$ cat src/rtl/lcd_timing_if.sv
// Pixel-side bundle between the LCD timing driver, the pixel renderer and the panel.
// The master is the timing driver: it issues coordinates and drives the panel pins.
interface lcd_timing_if;
  logic [15:0] pixel_data;
  logic [9:0]  pixel_xpos;
  logic [9:0]  pixel_ypos;
  logic        lcd_hs;
  logic        lcd_vs;
  logic        lcd_de;
  logic [15:0] lcd_rgb;
  logic        frame_start;

  modport master (
    input  pixel_data,
    output pixel_xpos, pixel_ypos, lcd_hs, lcd_vs, lcd_de, lcd_rgb, frame_start
  );

  modport slave (
    output pixel_data,
    input  pixel_xpos, pixel_ypos, lcd_hs, lcd_vs, lcd_de, lcd_rgb, frame_start
  );
endinterface

$ cat src/rtl/lcd_timing_driver.sv
// Free-running raster timing generator: requests pixel coordinates one clock ahead
// so the renderer's registered colour lands on the matching lcd_de cycle.
module lcd_timing_driver #(
  parameter int unsigned H_SYNC   = 120,
  parameter int unsigned H_BACK   = 64,
  parameter int unsigned H_DISP   = 800,
  parameter int unsigned H_FRONT  = 56,
  parameter int unsigned V_SYNC   = 6,
  parameter int unsigned V_BACK   = 23,
  parameter int unsigned V_DISP   = 600,
  parameter int unsigned V_FRONT  = 37,
  parameter bit          SYNC_POL = 1'b1
) (
  input  logic         lcd_clk,
  input  logic         sys_rst_n,
  lcd_timing_if.master bus
);

  localparam logic [10:0] H_MAX    = 11'(H_SYNC + H_BACK + H_DISP + H_FRONT - 1);
  localparam logic [10:0] V_MAX    = 11'(V_SYNC + V_BACK + V_DISP + V_FRONT - 1);
  localparam logic [10:0] HA       = 11'(H_SYNC + H_BACK);
  localparam logic [10:0] HE       = 11'(H_SYNC + H_BACK + H_DISP);
  localparam logic [10:0] VA       = 11'(V_SYNC + V_BACK);
  localparam logic [10:0] VE       = 11'(V_SYNC + V_BACK + V_DISP);
  localparam logic [10:0] HS_END   = 11'(H_SYNC);
  localparam logic [10:0] VS_END   = 11'(V_SYNC);
  localparam logic        SYNC_IDLE = ~SYNC_POL;

  // Stage 0: raster counters
  logic [10:0] h_cnt_q, h_cnt_d;
  logic [10:0] v_cnt_q, v_cnt_d;
  logic        req0, hs0, vs0, first0;

  // Stage 1: coordinate request plus delayed timing flags
  logic [9:0]  xpos_q, xpos_d;
  logic [9:0]  ypos_q, ypos_d;
  logic        req1_q, hs1_q, vs1_q, first1_q;

  // Stage 2: panel-facing timing
  logic        de_q, hs_q, hs_d, vs_q, vs_d, fs_q;

  // NOTE: every signal written here gets a default first, so no path leaves it unassigned and no latch is inferred.
  always_comb begin
    h_cnt_d = h_cnt_q + 11'd1;
    v_cnt_d = v_cnt_q;
    if (h_cnt_q == H_MAX) begin
      h_cnt_d = '0;
      v_cnt_d = (v_cnt_q == V_MAX) ? 11'd0 : v_cnt_q + 11'd1;
    end

    req0   = (h_cnt_q >= HA) && (h_cnt_q < HE) && (v_cnt_q >= VA) && (v_cnt_q < VE);
    hs0    = (h_cnt_q < HS_END);
    vs0    = (v_cnt_q < VS_END);
    first0 = (h_cnt_q == 11'd0) && (v_cnt_q == 11'd0);

    xpos_d = req0 ? 10'(h_cnt_q - HA) : 10'd0;
    ypos_d = req0 ? 10'(v_cnt_q - VA) : 10'd0;

    // XNOR with the polarity: active-high passes through, active-low inverts
    hs_d = hs1_q ~^ SYNC_POL;
    vs_d = vs1_q ~^ SYNC_POL;
  end

  // NOTE: sequential state uses non-blocking assignments so every register samples pre-edge values.
  always_ff @(posedge lcd_clk) begin
    if (!sys_rst_n) begin
      h_cnt_q  <= '0;
      v_cnt_q  <= '0;
      xpos_q   <= '0;
      ypos_q   <= '0;
      req1_q   <= 1'b0;
      hs1_q    <= 1'b0;
      vs1_q    <= 1'b0;
      first1_q <= 1'b0;
      de_q     <= 1'b0;
      hs_q     <= SYNC_IDLE;
      vs_q     <= SYNC_IDLE;
      fs_q     <= 1'b0;
    end else begin
      h_cnt_q  <= h_cnt_d;
      v_cnt_q  <= v_cnt_d;
      xpos_q   <= xpos_d;
      ypos_q   <= ypos_d;
      req1_q   <= req0;
      hs1_q    <= hs0;
      vs1_q    <= vs0;
      first1_q <= first0;
      de_q     <= req1_q;
      hs_q     <= hs_d;
      vs_q     <= vs_d;
      fs_q     <= first1_q;
    end
  end

  assign bus.pixel_xpos  = xpos_q;
  assign bus.pixel_ypos  = ypos_q;
  assign bus.lcd_de      = de_q;
  assign bus.lcd_hs      = hs_q;
  assign bus.lcd_vs      = vs_q;
  assign bus.frame_start = fs_q;
  // Renderer output is already registered; only blanking is applied here
  assign bus.lcd_rgb     = de_q ? bus.pixel_data : 16'h0000;

endmodule

$ cat src/flat_wrapper.sv
// flat-port wrapper written by rule: the top's interface ports become plain ports
module lcd_timing_driver_flat 
#(
  parameter int unsigned H_SYNC   = 120,
  parameter int unsigned H_BACK   = 64,
  parameter int unsigned H_DISP   = 800,
  parameter int unsigned H_FRONT  = 56,
  parameter int unsigned V_SYNC   = 6,
  parameter int unsigned V_BACK   = 23,
  parameter int unsigned V_DISP   = 600,
  parameter int unsigned V_FRONT  = 37,
  parameter bit          SYNC_POL = 1'b1
)
  (lcd_clk, sys_rst_n, bus_pixel_data, bus_pixel_xpos, bus_pixel_ypos, bus_lcd_hs, bus_lcd_vs, bus_lcd_de, bus_lcd_rgb, bus_frame_start);
  lcd_timing_if bus_i ();
  input  logic lcd_clk;
  input  logic sys_rst_n;
  input wire logic [$bits(bus_i.pixel_data)-1:0] bus_pixel_data;
  output wire logic [$bits(bus_i.pixel_xpos)-1:0] bus_pixel_xpos;
  output wire logic [$bits(bus_i.pixel_ypos)-1:0] bus_pixel_ypos;
  output wire logic [$bits(bus_i.lcd_hs)-1:0] bus_lcd_hs;
  output wire logic [$bits(bus_i.lcd_vs)-1:0] bus_lcd_vs;
  output wire logic [$bits(bus_i.lcd_de)-1:0] bus_lcd_de;
  output wire logic [$bits(bus_i.lcd_rgb)-1:0] bus_lcd_rgb;
  output wire logic [$bits(bus_i.frame_start)-1:0] bus_frame_start;
  assign bus_i.pixel_data = bus_pixel_data;
  assign bus_pixel_xpos = bus_i.pixel_xpos;
  assign bus_pixel_ypos = bus_i.pixel_ypos;
  assign bus_lcd_hs = bus_i.lcd_hs;
  assign bus_lcd_vs = bus_i.lcd_vs;
  assign bus_lcd_de = bus_i.lcd_de;
  assign bus_lcd_rgb = bus_i.lcd_rgb;
  assign bus_frame_start = bus_i.frame_start;
  lcd_timing_driver #(.H_SYNC(H_SYNC), .H_BACK(H_BACK), .H_DISP(H_DISP), .H_FRONT(H_FRONT), .V_SYNC(V_SYNC), .V_BACK(V_BACK), .V_DISP(V_DISP), .V_FRONT(V_FRONT), .SYNC_POL(SYNC_POL)) u_core (.lcd_clk(lcd_clk), .sys_rst_n(sys_rst_n), .bus(bus_i));
endmodule
$ cat config.mk
export PLATFORM = sky130hd
export DESIGN_NAME = lcd_timing_driver_flat
export DESIGN_NICKNAME = d
export VERILOG_FILES = /design/src/rtl/lcd_timing_if.sv /design/src/rtl/lcd_timing_driver.sv /design/src/flat_wrapper.sv
export SDC_FILE = /design/constraint.sdc
export NUM_CORES = 1
export LEC_CHECK = 0
export ABC_CLOCK_PERIOD_IN_PS = 2500
export CAP_MARGIN = 20
export CORE_ASPECT_RATIO = 1.2
export CORE_MARGIN = 2
export CORE_UTILIZATION = 41
export CTS_BUF_LIST = sky130_fd_sc_hd__clkbuf_16
export CTS_CLUSTER_SIZE = 40
export DETAILED_ROUTE_END_ITERATION = 6
export PLACE_DENSITY = 0.75
export SLEW_MARGIN = 30
export SYNTH_ARGS = -nofsm -noshare
export SYNTH_HDL_FRONTEND = slang
export SYNTH_SLANG_ARGS = --single-unit
export TNS_END_PERCENT = 10
$ cat constraint.sdc
create_clock -name lcd_clk -period 2.5 [get_ports lcd_clk]
set_input_delay 0.5 -clock lcd_clk [delete_from_list [all_inputs] [get_ports lcd_clk]]
set_output_delay 0.5 -clock lcd_clk [all_outputs]
set_load 0.03 [all_outputs]
# Word-level counts from Yosys, hierarchy flattened
# Cells that the tools add are included.
[word_totals] in_bits=18 ff_bits=50
[op_classes] n_reduce_logical=8 magnitude_cmp=6 eq_ne=2 muxes=2 bitwise=1 n_addsub=4
[ops] op="$add A11 B1 Y11 const B" count=2
[ops] op="$logic_not A11 Y1" count=2
[ops] op="$lt A11 B10 Y1 const B" count=2
[ops] op="$mux W16" count=1
[ops] op="$eq A11 B10 Y1 const B" count=1
[ops] op="$eq A11 B11 Y1 const B" count=1
[ops] op="$ge A11 B5 Y1 const B" count=1
[ops] op="$ge A11 B8 Y1 const B" count=1
[ops] op="$lt A11 B3 Y1 const B" count=1
[ops] op="$lt A11 B7 Y1 const B" count=1
[ops] op="$mux W11" count=1
[ops] op="$sub A10 B5 Y10 const B" count=1
[ops] op="$sub A10 B8 Y10 const B" count=1
[ops] op="$logic_and A1 B1 Y1" count=4
[ops] op="$reduce_and A2 Y1" count=1
[ops] op="$reduce_or A2 Y1" count=1
[ops] op="$not A1 Y1" count=1

# Depth between registers and ports, before layout
# Gate-level depths: netlist of run 1.
[depth] ltp_word=5 depth_mapped=8 mapped_depth_nobuf=6

# Worst setup path after synthesis of run 1
# Ideal clock, no wire load.
[synth_timing] kind="register -> register" start="register u_core.h_cnt_q[5]" end="register u_core.v_cnt_q[9]" setup_slack_ps=703 period_less_slack_ps=1797 arrival_ps=1728 stages_incl_launch_ff=6 path_buffers=1 setup_time_ps=69 cell_sequence="dfxtp_1 -> buf_6 -> or3_1 -> or3_4 -> or4_1 -> o21ai_1"
[synth_via] elab_chain_len=1
[synth_rtl] element="start, declared" line="lcd_timing_driver.sv:30" rtl="logic [10:0] h_cnt_q, h_cnt_d;"
[synth_rtl] element="start signal, assigned" line="lcd_timing_driver.sv:80" rtl="h_cnt_q <= h_cnt_d;"
[synth_rtl] element="$eq A11 B11 Y1" line="lcd_timing_driver.sv:46" rtl="if (h_cnt_q == H_MAX) begin"
[synth_rtl] element="end signal, assigned" line="lcd_timing_driver.sv:81" rtl="v_cnt_q <= v_cnt_d;"
[synth_rtl] element="end, declared" line="lcd_timing_driver.sv:31" rtl="logic [10:0] v_cnt_q, v_cnt_d;"
# Every way passes these cells.
# A chain may end at the register's enable or synchronous reset.

# Final worst setup path of run 1
[layout_timing] start="input bus_pixel_data[7]" end="output bus_lcd_rgb[7]"
[layout_via] elab_chain_len=1
[layout_rtl] element="start, declared" line="flat_wrapper.sv:18" rtl="input wire logic [$bits(bus_i.pixel_data)-1:0] bus_pixel_data;"
[layout_rtl] element="$mux W16" line="lcd_timing_driver.sv:102" rtl="assign bus.lcd_rgb = de_q ? bus.pixel_data : 16'h0000;"
[layout_rtl] element="end, declared" line="flat_wrapper.sv:24" rtl="output wire logic [$bits(bus_i.lcd_rgb)-1:0] bus_lcd_rgb;"
# Every way passes these cells.

==> results of run 1 <==
[power groups by stage]
| stage | clock, mW | sequential, mW | combinational [mW] |
|---|---|---|---|
| 5_1_grt | 0.707 | 0.815 | 0.0707 |
| 3_5_place_dp | 0 | 0.832 | 0.0656 |
| 2_1_floorplan | 0 | 0.834 | 0.0237 |
| 3_3_place_gp | 0 | 0.832 | 0.0647 |
| 4_1_cts | 0.667 | 0.814 | 0.0659 |
| 6_report | 0.654 | 0.814 | 0.0649 |
[worst max path at each step]
| stage | slack (ns) | startpoint | depth (start not counted) | end |
|---|---|---|---|---|
| global route | 0.21 | u_core.bus.lcd_de$_SDFF_PN0_ | 2 | bus_lcd_rgb[2] |
| global placement | 0.25 | bus_pixel_data[11] | 3 | bus_lcd_rgb[11] |
| floorplan | 0.70 | u_core.h_cnt_q[5]$_SDFF_PP0_ | 5 | u_core.v_cnt_q[9]$_SDFFE_PN0P_ |
| finish | 0.26 | bus_pixel_data[7] | 3 | bus_lcd_rgb[7] |
| detailed placement | 0.24 | bus_pixel_data[7] | 3 | bus_lcd_rgb[7] |
| CTS | 0.25 | bus_pixel_data[7] | 3 | bus_lcd_rgb[7] |
[cells in the mapped netlist, types with 2 or more instances]
cell type,instances,area [um2]
a21oi_1,11,55.1
and2_1,21,131
and3_1,6,37.5
buf_6,2,22.5
clkbuf_1,18,67.6
dfxtp_1,50,1000
ha_1,7,87.6
inv_1,9,33.8
nand2_1,20,75.1
nand2b_1,3,18.8
nand3_1,15,75.1
nand4_1,8,50.1
nor2_1,19,71.3
nor3_1,26,130
o2111ai_1,3,26.3
o21ai_0,3,15.0
o22ai_1,6,37.5
or3_1,8,50.1
or3_4,2,22.5
xnor2_1,13,114
xor2_1,8,70.1
[through the flow]
step                      worst slack (ns)  hold slack (ns)  instance area [um2]
after global routing                 0.214            0.446                 3080
after floorplan                      0.703            0.412                 2340
after global placement               0.247            0.415                 2930
after CTS                            0.247            0.435                 3080
after detailed placement             0.244            0.419                 2930
final                                0.258            0.433                 3080
[cell families (layout without fill, tap and decap cells)]
logic type | Yosys count | count (layout) | synth area share (%)
simple gates | 137 | 137 | 31.4
compound gates | 32 | 32 | 8.72
flops | 50 | 50 | 42.8
buf+inv | 30 | 79 | 5.51
fa+ha+maj | 7 | 7 | 3.74
xor+xnor | 21 | 21 | 7.86
[sequential cells by signal (all words and copies together) (netlist names)]
name / count
u_core.v_cnt_q: 11
u_core.h_cnt_q: 11
u_core.first1_q: 1
u_core.req1_q: 1
u_core.hs1_q: 1
u_core.bus.lcd_de: 1
u_core.bus.pixel_ypos: 10
u_core.bus.frame_start: 1
u_core.bus.lcd_hs: 1
u_core.vs1_q: 1
u_core.bus.lcd_vs: 1
u_core.bus.pixel_xpos: 10
[worst max-delay path, delay by kind of cell]
| kind | cells | cell delay (ns) |
|---|---|---|
| AND/OR/NAND/NOR | 1 | 0.12 |
| buffers and inverters | 2 | 1.12 |
[cell type report]
| type | instances | area [um2] | area share [%] |
|---|---|---|---|
| Clock buffer | 5 | 125 | 4.06 |
| Sequential cell | 50 | 1000 | 32.5 |
| Clock inverter | 3 | 21.3 | 0.691 |
| Multi-Input combinational cell | 197 | 1210 | 39.3 |
| Inverter | 9 | 33.8 | 1.10 |
| Timing Repair Buffer | 62 | 608 | 19.7 |
| Tap cell | 64 | 80.1 | 2.60 |
[layer usage]
layer,GRT usage (%),up-vias,wire [um]
li1,-,1050,-
met4,6.57,0,63
met5,0,-,0
met2,30.3,101,2540
met1,17.4,903,2010
met3,3.02,6,433
[cells in the final DEF, fill, tap and decap left out, types with 6 or more instances in the layout]
| cell | Yosys | layout |
|---|---|---|
| nor3_1 | 26 | 26 |
| nand3_1 | 15 | 15 |
| clkdlybuf4s50_1 | 0 | 57 |
| and2_1 | 21 | 21 |
| or3_1 | 8 | 8 |
| xor2_1 | 8 | 8 |
| xnor2_1 | 13 | 13 |
| ha_1 | 7 | 7 |
| nand2_1 | 20 | 20 |
| and3_1 | 6 | 6 |
| o22ai_1 | 6 | 6 |
| nand4_1 | 8 | 8 |
| a21oi_1 | 11 | 11 |
| dfxtp_1 | 50 | 50 |
| nor2_1 | 19 | 19 |
| inv_1 | 9 | 9 |
==> impl_metrics.py, run 1 <==
metrics = {
    "logic_synthesis": {
        "yosysUniqueCellTypes": 40,
        "synth-main-ff-cell": "dfxtp_1",
        "async_reset_ff_share_pct": 0,
        "ys_ff_latch": 50,
        "yosysSeqAreaShare_pct": 42.8,
        "avgSynthCellArea_um2": 8.45,
        "synth_nets": 302,
        "yosysWarnings": 0,
        "synth_area_um2": 2340,
        "postSynthCellCount": 277,
        "synth_edf_count": 0,
    },
    "floorplanning": {
        "coreArea_um2": 5590,
        "initial_core_util_pct": 41.8,
        "placementRows": 30,
        "pin_count": 58,
        "die_w_um": 73.0,
        "die_area_um2": 6330,
        "die_y_um": 86.8,
    },
    "worst_hold_path": {
        "whs_path_depth": 1,
        "hold_class": "reg2reg",
        "holdPathEnd": "u_core.bus.lcd_hs$_SDFF_PN0_",
        "min-delay-start": "u_core.hs1_q$_SDFF_PN0_",
    },
    "run_status": {
        "status": "completed",
    },
    "cts": {
        "postCtsSetupBuffers": 0,
        "cts_max_level": 2,
        "cts_resized": 0,
        "path_clk_slew_ns": 0.06,
        "clock_sinks": 50,
        "cts_tree": "done",
        "numCtsBuffers": 5,
        "cts_root_buffer": "clkbuf_16",
        "ctsHoldBuffers": 0,
        "clock_path_buffers": 2,
        "clk_latency_ns": 0.28,
    },
    "pwr": {
        "p_seq_share_pct": 53.1,
        "comb_power_share_pct": 4.2,
        "netSwitchingPower_uw": 318,
        "finalPower_mw": 1.53,
        "swShare_pct": 20.7,
        "leakagePower_nw": 1.11,
        "p_int_mw": 1.21,
        "p_per_area_nw_per_um2": 498,
        "max-vdd-ir-drop_v": 0.000369,
        "clkPwrFrac_pct": 42.7,
    },
    "detailed_routing": {
        "first_iter_violations": 92,
        "wirelength_um": 5040,
        "drt_pass1_iterations": 4,
        "ant_nets": 0,
        "wl_per_cell_um": 12.9,
        "drc": 0,
        "via_per_inst": 5.28,
        "vias": 2060,
    },
    "sta": {
        "period_minus_slack_ns": 2.24,
        "maxSlewViolCount": 0,
        "rsz0062_at_grt": "no",
        "worst_slew_margin_rel_pct": 59.2,
        "skew_ns": 0.00307,
        "final-hold-violation-count": 0,
        "tns_ns": 0,
        "worstMarginPinSlew_ns": 0.611,
        "finalSetupViolCount": 0,
        "fmax_ghz": 0.446,
        "period_share_pct": 89.7,
    },
    "setup_path": {
        "crit_type": "in2out",
        "timing.rr.start": "u_core.h_cnt_q[3]$_SDFF_PP0_",
        "critPathArrivalTime_ns": 1.74,
        "max_stage_delay_ns": 0.67,
        "startpoint_type": "primary input",
        "cp_max_fo": 1,
        "r2r_end": "u_core.bus.pixel_ypos[3]$_SDFF_PN0_",
        "cpMostUsedCell": "clkdlybuf4s50_1",
        "cp.required_ns": 2.00,
        "cpMaxStageDelayCell": "clkdlybuf4s50_1",
        "reg2reg_slack_ns": 0.46,
        "rr_worst_depth": 5,
        "end_kind": "output pin",
        "path_cells": "clkdlybuf4s50_1 > and2_1 > clkdlybuf4s50_1",
    },
    "global_route": {
        "grt_max_degree": 22,
        "grt_pass1_vias": 1873,
        "track_usage_pct": 16.1,
        "grt_overflow_total": 0,
        "antenna_found_initial": 0,
        "grt_pass1_wl_um": 8190,
    },
    "place": {
        "hpwl_um": 3660,
        "port_buffers": 57,
        "globalplace.congestion": 0.881,
        "post-place-cells": 382,
    },
    "finish": {
        "fillCellCount": 502,
        "antenna_cells": 0,
        "syn_to_final_growth_pct": 31.6,
        "final_cells": 390,
        "drive_above_1_share_pct": 5.52,
        "final_util_pct": 55.1,
        "fin_nets": 350,
    },
    "job": {
        "maxCapViolCount": 0,
    },
}
(Power assumes the default switching activity.)
==> inputs of run 2 (changes only) <==
- CTS_CLUSTER_SIZE: 40 -> default
- HOLD_SLACK_MARGIN: default -> 0.15
==> results of run 2 <==
No change in the layout: final DEF, timing and power equal those of run 1.
